File: config.mk
export PLATFORM = sky130hd
export DESIGN_NAME = signal_sync_filter
export DESIGN_NICKNAME = d
export VERILOG_FILES = /design/src/rtl/signal_sync_pkg.sv /design/src/rtl/signal_sync_filter_ch.sv /design/src/rtl/signal_sync_filter.sv
export SDC_FILE = /design/constraint.sdc
export NUM_CORES = 1
export LEC_CHECK = 0
export CAP_MARGIN = 20
export CORE_AREA = 2 2 39 41
export DETAILED_ROUTE_END_ITERATION = 6
export DIE_AREA = 0 0 41 43
export DONT_BUFFER_PORTS = 1
export GPL_ROUTABILITY_DRIVEN = 0
export PLACE_DENSITY_LB_ADDON = 0.3
export RECOVER_POWER = 50
export SETUP_SLACK_MARGIN = 0.15
export SLEW_MARGIN = 30
export SYNTH_ARGS = -nofsm -noshare
export SYNTH_HDL_FRONTEND = slang
export SYNTH_SLANG_ARGS = --single-unit
File: constraint.sdc
create_clock -name clk -period 1.61 [get_ports clk]
set_input_delay 0.322 -clock clk [delete_from_list [all_inputs] [get_ports clk]]
set_output_delay 0.322 -clock clk [all_outputs]
set_load 0.01 [all_outputs]
File: src/rtl/signal_sync_pkg.sv
// Shared constants and helpers for the signal synchroniser / debounce filter.
package signal_sync_pkg;

   localparam int SYNC_STAGES_MIN = 2;
   localparam int FILTER_LEN_MIN  = 1;

   // Smallest r with 2**r >= n; returns 0 for n <= 1.
   function automatic int clog2(input int n);
      int r;
      r = 0;
      for (int i = 0; i < 31; i++) begin
         if ((1 << i) < n) r = i + 1;
      end
      return r;
   endfunction

   // Counter width that is never zero, so FILTER_LEN == 1 still yields a legal vector.
   function automatic int cnt_width(input int filter_len);
      return (clog2(filter_len) > 0) ? clog2(filter_len) : 1;
   endfunction

endpackage

File: src/rtl/signal_sync_filter_ch.sv
// One channel: synchroniser chain, stability filter and registered edge strobes.
import signal_sync_pkg::*;

module signal_sync_filter_ch #(
   parameter int   STAGES     = 2,
   parameter int   FILTER_LEN = 4,
   parameter logic RESET_VAL  = 1'b0
) (
   input  logic clk,
   input  logic rst_n,
   input  logic sig_in,
   output logic sig_out,
   output logic rise,
   output logic fall,
   output logic accept
);

   localparam int               CNT_W   = cnt_width(FILTER_LEN);
   localparam logic [CNT_W-1:0] CNT_MAX = CNT_W'(FILTER_LEN - 1);

   // Only sync[0] may go metastable; keep the chain together and out of SRLs.
   (* ASYNC_REG = "TRUE", shreg_extract = "no" *)
   logic [STAGES-1:0] sync;
   logic [CNT_W-1:0]  cnt;
   logic              s;

   assign s = sync[STAGES-1];

   // Combinational "value will be accepted this edge"; lets the top register any_edge
   // in the same cycle as rise/fall.
   assign accept = (s != sig_out) && (cnt == CNT_MAX);

   // Plain shift chain, no logic between the flops.
   always_ff @(posedge clk) begin
      if (!rst_n) sync <= {STAGES{RESET_VAL}};
      else        sync <= {sync[STAGES-2:0], sig_in};
   end

   // Stability filter: a new value must persist FILTER_LEN cycles; strobes mark the change.
   always_ff @(posedge clk) begin
      if (!rst_n) begin
         sig_out <= RESET_VAL;
         cnt     <= '0;
         rise    <= 1'b0;
         fall    <= 1'b0;
      end else begin
         rise <= 1'b0;
         fall <= 1'b0;
         if (s == sig_out) begin
            cnt <= '0;
         end else if (cnt == CNT_MAX) begin
            sig_out <= s;
            cnt     <= '0;
            rise    <= s;
            fall    <= ~s;
         end else begin
            cnt <= cnt + 1'b1;
         end
      end
   end

endmodule

File: src/rtl/signal_sync_filter.sv
// Multi-channel synchroniser with debounce filter and rise/fall/any_edge strobes.
import signal_sync_pkg::*;

module signal_sync_filter #(
   parameter int               WIDTH      = 1,
   parameter int               STAGES     = 2,
   parameter int               FILTER_LEN = 4,
   parameter logic [WIDTH-1:0] RESET_VAL  = '0
) (
   input  logic             clk,
   input  logic             rst_n,
   input  logic [WIDTH-1:0] sig_in,
   output logic [WIDTH-1:0] sig_out,
   output logic [WIDTH-1:0] rise,
   output logic [WIDTH-1:0] fall,
   output logic             any_edge
);

   logic [WIDTH-1:0] accept;

   generate
      if (STAGES < SYNC_STAGES_MIN) begin : g_bad_stages
         $error("signal_sync_filter: STAGES must be >= %0d", SYNC_STAGES_MIN);
      end
      if (FILTER_LEN < FILTER_LEN_MIN) begin : g_bad_filter
         $error("signal_sync_filter: FILTER_LEN must be >= %0d", FILTER_LEN_MIN);
      end

      for (genvar i = 0; i < WIDTH; i++) begin : g_ch
         signal_sync_filter_ch #(
            .STAGES     (STAGES),
            .FILTER_LEN (FILTER_LEN),
            .RESET_VAL  (RESET_VAL[i])
         ) u_ch (
            .clk     (clk),
            .rst_n   (rst_n),
            .sig_in  (sig_in[i]),
            .sig_out (sig_out[i]),
            .rise    (rise[i]),
            .fall    (fall[i]),
            .accept  (accept[i])
         );
      end
   endgenerate

   // Registered OR of all channel strobes, aligned with rise/fall.
   always_ff @(posedge clk) begin
      if (!rst_n) any_edge <= 1'b0;
      else        any_edge <= |accept;
   end

endmodule

==> results of run 1 <==
-- routing by layer --
| layer | track usage (%) | vias up | share of wire (%) |
|---|---|---|---|
| met4 | 6.000 | 0 | 2.2 |
| met3 | 7.853 | 2 | 13 |
| met5 | 0 | - | 0 |
| met1 | 6.796 | 76 | 43 |
| li1 | - | 77 | - |
| met2 | 7.187 | 9 | 41 |
-- worst max path at each step --
stage	slack (ns)	startpoint	depth (start not counted)	end
after global routing	0.50	g_ch[0].u_ch.cnt[0]	3	g_ch[0].u_ch.rise
after floorplan	0.67	g_ch[0].u_ch.sig_out	2	g_ch[0].u_ch.cnt[1]
final	0.59	g_ch[0].u_ch.sig_out	2	g_ch[0].u_ch.cnt[1]
after CTS	0.58	g_ch[0].u_ch.sig_out	2	g_ch[0].u_ch.cnt[1]
after global placement	0.61	g_ch[0].u_ch.sig_out	2	g_ch[0].u_ch.cnt[1]
after detailed placement	0.59	g_ch[0].u_ch.sig_out	2	g_ch[0].u_ch.cnt[1]
-- synth_stat cells --
library cell	count	area (um2)
nor2b_1	1	6.260
xnor2_1	1	8.760
and2_1	2	12.51
dfxtp_1	8	160.2
mux2i_1	1	10.01
ha_1	1	12.51
and4bb_2	1	12.51
nand2_1	1	3.750
nor4b_1	1	8.760
nor2_1	1	3.750
nor3b_1	2	15.01
-- placed cells by master, fill, tap and decap left out --
cell / synthesis / layout
xnor2_1: 1 / 1
nand2_1: 1 / 1
nor2b_1: 1 / 1
clkbuf_4: 0 / 3
and2_1: 2 / 2
ha_1: 1 / 1
dfxtp_1: 8 / 8
mux2i_1: 1 / 1
nor3b_1: 2 / 2
nor2_1: 1 / 1
and4bb_2: 1 / 1
nor4b_1: 1 / 1
-- critical path: cells and delay by family (launching register included) --
family,cells,cell delay (ns)
xor gates and xnor gates,1,0.20
DFF,1,0.45
and+or+nand+nor,1,0.27
-- per-stage QoR --
step / total power [mW] / util (%)
6_report: 0.3524 / 21.43
5_1_grt: 0.3762 / 21.43
4_1_cts: 0.3603 / 21.43
3_5_place_dp: 0.2121 / 19.80
3_3_place_gp: 0.2118 / 19.80
2_1_floorplan: 0.2111 / -
-- kinds of logic after synthesis --
logic type,Yosys count,share of synthesized area (%)
multiplexers,1,3.941
adder cells (fa/ha/maj),1,4.925
XOR/XNOR,1,3.449
AND/OR/NAND/NOR,9,24.63
flip-flops,8,63.05
-- flip-flops by register name, summed over array words and instances, names as in the netlist --
name               flops
g_ch.u_ch.rise         1
g_ch.u_ch.fall         1
g_ch.u_ch.cnt          2
g_ch.u_ch.sync         2
g_ch.u_ch.sig_out      1
any_edge               1
-- cell type report --
class,instances,area share (%)
clock buffers,3,7.595
multi-input cells,12,31.65
flip-flops and latches,8,54.01
well taps,16,6.751
-- power groups by stage --
stage	Combinational (mW)	Clock [mW]	Sequential [mW]
floorplan	0.00429	0	0.207
global placement	0.00469	0	0.207
detailed placement	0.00486	0	0.207
global route	0.00534	0.168	0.203
CTS	0.00486	0.152	0.203
finish	0.00473	0.144	0.203
==> key figures, run 1 <==
STA
  – Fmax: a little under 1 GHz
  – Final setup viols: 0
  – Worst setup margin: 0.5860 ns
  – Unrepaired setup endpoints after global routing: no
  – Sum Neg Setup Slack: 0 ns
  – Post-route clock period utilization: 63.61%
  – Final Max Tran Viols: 0
  – Hold slack: about 0.2 ns
  – Skew final: 0.002521 ns
  – Slew @ Worst Pin: ~0.24 ns
  – Slew margin rel.: 83.55%
  – Min cycle time layout: 1.024 ns
  – Final Hold Fails: 0

Cells and area
  – Share of layout cells above drive strength 1: roughly 17%
  – FF+latch area: 160.2 um2
  – Area delta synth->final: 16.75%
  – Fin area: 296.5 um2
  – Area of the multi-input gates: 93.84 um2
  – Final-stage net count: 29
  – Ant. Diodes: 0
  – Final non-filler cell total: 39
  – Fillers: between 100 and 150

Critical path
  – Flop2flop setup slack: 0.59 ns
  – R2R cell count: 2
  – Nature of the critical path startpoint: flop
  – CP max stage delay: 0.45 ns
  – CP Max Fanout: 5
  – CP Class: reg2reg
  – Reg-to-reg endpoint: g_ch[0].u_ch.cnt[1]
  – CP cell instances: xnor2_1 > and4bb_2
  – Worst Setup End Kind: flop
  – Critical Path AT: 1.16 ns
  – Worst path slowest cell: dfxtp_1
  – Reg2reg start: g_ch[0].u_ch.sig_out
  – Worst Path Required: 1.75 ns

Synth
  – Synth cell types: 11
  – Syn_nets: 24
  – Synth Register Bits: 8
  – Synth Warn #: 0
  – Cell area after synthesis: approximately 250 um2
  – Sequential share of the synthesized area: between 60 and 70%
  – Avg Cell Area, Syn: 12.70 um2
  – Cells after Synth: 20

Clock network
  – Post_cts resized: 0
  – CTS Buf Count: 3
  – CTS tree: yes
  – Hold buffers post-CTS: 0
  – Post-CTS setup buffers: 0
  – Clk buf depth: 2
  – Clock H-tree levels: 1
  – Worst skew pair latency: 0.25 ns
  – Sink Count: 8
  – Root buffer selected by CTS: clkbuf_4
  – Reg clk slew, reported paths: roughly 0.050 ns

Floorplanning
  – Row cnt: 14
  – Die width: 41 um
  – # IOs: 7
  – Full die area: about 1800 um2
  – Core ar.: ~1400 um2
  – Die height: 43 um
  – Initial Utilization: between 15 and 20%

Pwr
  – P per Cell Area: roughly 1200 nW/um2
  – Peak supply drop: between 0.3 and 0.4 mV
  – Switching Share: between 10% and 20%
  – Combinational fraction of design power: 1.3%
  – Part of the power in registers: 57.7%
  – Leak: 0.1051 nW
  – Clock share of power: 41.0%
  – Net Sw Power: 62.78 uW
  – Pint: 289.6 uW

Run status
  – Run status: finished, final reports clean

Global routing
  – Number of global-route vias before repair: 161
  – Initial antenna violation count: 0
  – Total GRT Usage: a little under 7%
  – Largest net degree at the start of global routing: 7
  – Grt ovf: 0
  – First-pass GRT wire length: 669 um

Route
  – DR vias: between 150 and 200
  – Wire per inst: roughly 9.4 um
  – Avg Vias per Cell: 4.205
  – Drt pass-1 iters: 1
  – Final antenna-violating net count: 0
  – Final wirelength: 368 um
  – Iteration-0 DRC Markers: 0
  – DRC: 0

Place
  – Setup WS pre-CTS: between 0.5 and 0.6 ns
  – Post-DP Area: 274.0 um2
  – Port bufs: 0
  – Dpl cells: 36

Worst hold path
  – Hold Crit Class: in2reg
  – Hold Crit Start: rst_n
  – Hold Path Depth: 1
  – Worst Hold End: g_ch[0].u_ch.sync[1]

Flow run
  – Total of max-cap violations: 0
No activity file was read; power rests on OpenSTA's default activity.
==> inputs of run 2 (changes only) <==
clock period = 0.9 ns   (was 1.61 ns; I/O delays follow)
==> key figures, run 2 (synthesis gave the netlist of run 1 again) <==
Clock network
  – Clk buf depth: 2 (unchanged)
  – CTS tree: yes
  – CTS Buf Count: 3 (unchanged)
  – Worst skew pair latency: 0.25 ns (about the same)
  – Root buffer selected by CTS: clkbuf_4
  – Sink Count: 8 (unchanged)
  – Reg clk slew, reported paths: 0.05 ns (about the same)
  – Clock H-tree levels: 1 (unchanged)
  – Hold buffers post-CTS: 0 (unchanged)
  – Post-CTS setup buffers: 0 (unchanged)

Floorplanning
  – Row cnt: 14 (unchanged)
  – Die width: 41 um (unchanged)
  – Core ar.: 1384 um2 (unchanged)
  – Initial Utilization: 18.35% (unchanged)
  – Full die area: 1763 um2 (unchanged)
  – # IOs: 7 (unchanged)
  – Die height: 43 um (unchanged)

Critical path
  – Flop2flop setup slack: 0.01 ns (-0.58 ns)
  – Worst Path Required: 0.72 ns (-1.03 ns)
  – Worst path slowest cell: dfxtp_4
  – CP cell instances: buf_6
  – Critical path's top delay family: flip-flops
  – CP max stage delay: 0.37 ns (-0.08 ns)
  – Reg-to-reg endpoint: g_ch[0].u_ch.cnt[1]
  – Critical Path AT: 0.74 ns (-0.42 ns)
  – CP Buf/Inv Count: 1 (+1)
  – Worst Setup End Kind: output pin
  – WP depth: 1 (-1)
  – R2R cell count: 2 (unchanged)
  – CP Class: reg2out
  – Reg2reg start: g_ch[0].u_ch.sync[1]
  – CP Max Fanout: 4 (-1)
  – Nature of the critical path startpoint: flop

Pwr
  – Peak supply drop: 0.9178 mV (+180%)
  – Pint: 522.0 uW (+80%)
  – Part of the power in registers: 56.4% (-1.3 points)
  – Combinational fraction of design power: 2.6% (+1.3 points)
  – P per Cell Area: 1711 nW/um2 (+44%)
  – Switching Share: 18.98% (+1.2 points)
  – Net Sw Power: 122.3 uW (+95%)
  – Leak: 0.1321 nW (+26%)
  – Clock share of power: 41.0% (about the same)

Cells and area
  – Share of layout cells above drive strength 1: 72.00% (+55 points)
  – Fin area: 376.6 um2 (+27%)
  – Most common cell after layout, fill and taps aside: dfxtp_2
  – Commonest non-fill, non-tap cells in the layout: dfxtp_2, clkbuf_4, and2_1
  – Final-stage net count: 31 (+6.9%)
  – Largest regs: g_ch.u_ch.cnt x2, g_ch.u_ch.sync x2
  – Fillers: 142 (-2.7%)
  – Ant. Diodes: 0 (unchanged)
  – Area delta synth->final: 48.28%

STA
  – Slew margin rel.: 87.88% (+4.3 points)
  – Final Max Tran Viols: 0 (unchanged)
  – Fmax: 1.092 GHz
  – Slew @ Worst Pin: 0.1813 ns (-0.06366 ns)
  – Post-route clock period utilization: 101.8%
  – Min cycle time layout: just over 0.9 ns
  – Worst setup margin: -0.01611 ns (-0.6021 ns)
  – Final Hold Fails: 0 (unchanged)
  – Hold slack: 0.04833 ns (-0.1504 ns)
  – Final setup viols: 1 (+1)
  – Unrepaired setup endpoints after global routing: yes
  – Skew final: 0.002402 ns (-0.0001183 ns)

Route
  – Iteration-0 DRC Markers: 1 (+1)
  – Wire per inst: 10.59 um (+12%)
  – Avg Vias per Cell: 3.927 (-6.6%)
  – DRC: 0 (unchanged)
  – Drt pass-1 iters: 2 (+1)
  – Final wirelength: 434 um (+18%)
  – Final antenna-violating net count: 0 (unchanged)
  – DR vias: 161 (-1.8%)

Global routing
  – Total GRT Usage: 6.432% (-0.41 points)
  – First-pass GRT wire length: 676 um (+1.0%)
  – Grt ovf: 0 (unchanged)
  – Number of global-route vias before repair: 163 (+1.2%)
  – Largest net degree at the start of global routing: 7 (unchanged)
  – Initial antenna violation count: 0 (unchanged)

Worst hold path
  – Worst Hold End: g_ch[0].u_ch.sync[0]
  – Hold Crit Class: in2reg
  – Hold Path Depth: 1 (unchanged)
  – Hold Crit Start: rst_n

Place
  – Port bufs: 0 (unchanged)
  – Post-DP Area: 311.5 um2 (+14%)

Flow run
  – Total of max-cap violations: 0 (unchanged)

Run status
  – Failing checks: negative setup slack
  – Run status: complete, but fails checks
## run 2: changes by cell type in the layout (fill, tap and decap cells not counted), sizes merged
cell and change:
buf +2
## run 2: power by group through the flow
stage               clock (mW)  combinational, mW  sequential [mW]
floorplan                    0            0.00890            0.371
global route             0.291             0.0188            0.363
global placement             0             0.0126            0.371
CTS                      0.279             0.0152            0.364
detailed placement           0             0.0137            0.371
finish                   0.264             0.0167            0.363
## run 2: final cells by class
cell class              count  area (um2)  share of cell area (%)
flip-flops and latches      8       171.4                   45.51
multi-input cells          12       143.9                   38.21
clock buffers               3       22.52                   5.980
well taps                  16       20.02                   5.316
repair buffers              2       18.77                   4.983
## run 2: repair_timing
action | CTS | global route
pin swaps | 3 | 2
gates resized for setup | 10 | 2
setup endpoints to repair | 10 | 10
## run 2: worst max-delay path by stage
stage                    startpoint                  end  slack, ns
5_1_grt        g_ch[0].u_ch.sig_out              sig_out      -0.04
3_3_place_gp   g_ch[0].u_ch.sig_out  g_ch[0].u_ch.cnt[1]       0.03
4_1_cts        g_ch[0].u_ch.sig_out              sig_out     -0.009
2_1_floorplan  g_ch[0].u_ch.sig_out  g_ch[0].u_ch.cnt[1]       0.03
3_5_place_dp    g_ch[0].u_ch.cnt[1]    g_ch[0].u_ch.fall     -0.001
6_report       g_ch[0].u_ch.sig_out              sig_out      -0.02
## run 2: through the flow
stage / std cells / power [mW] / utilization [%] / setup TNS, ns / setup slack [ns]
2_1_floorplan: 20 / 0.3800 / - / 0 / 0.02814
3_3_place_gp: 38 / 0.3835 / 22.51 / 0 / 0.02852
3_5_place_dp: 38 / 0.3851 / 22.51 / -0.001490 / -0.001490
4_1_cts: 41 / 0.6589 / 26.22 / -0.01691 / -0.008658
5_1_grt: 41 / 0.6728 / 27.22 / -0.09375 / -0.04263
6_report: 41 / 0.6443 / 27.22 / -0.01611 / -0.01611
## run 2: routing by layer
layer  wire, um  global-route usage, %
met1        181                  6.774
met5          0                      0
met4          0                      0
met3         58                  9.424
met2        195                  7.813
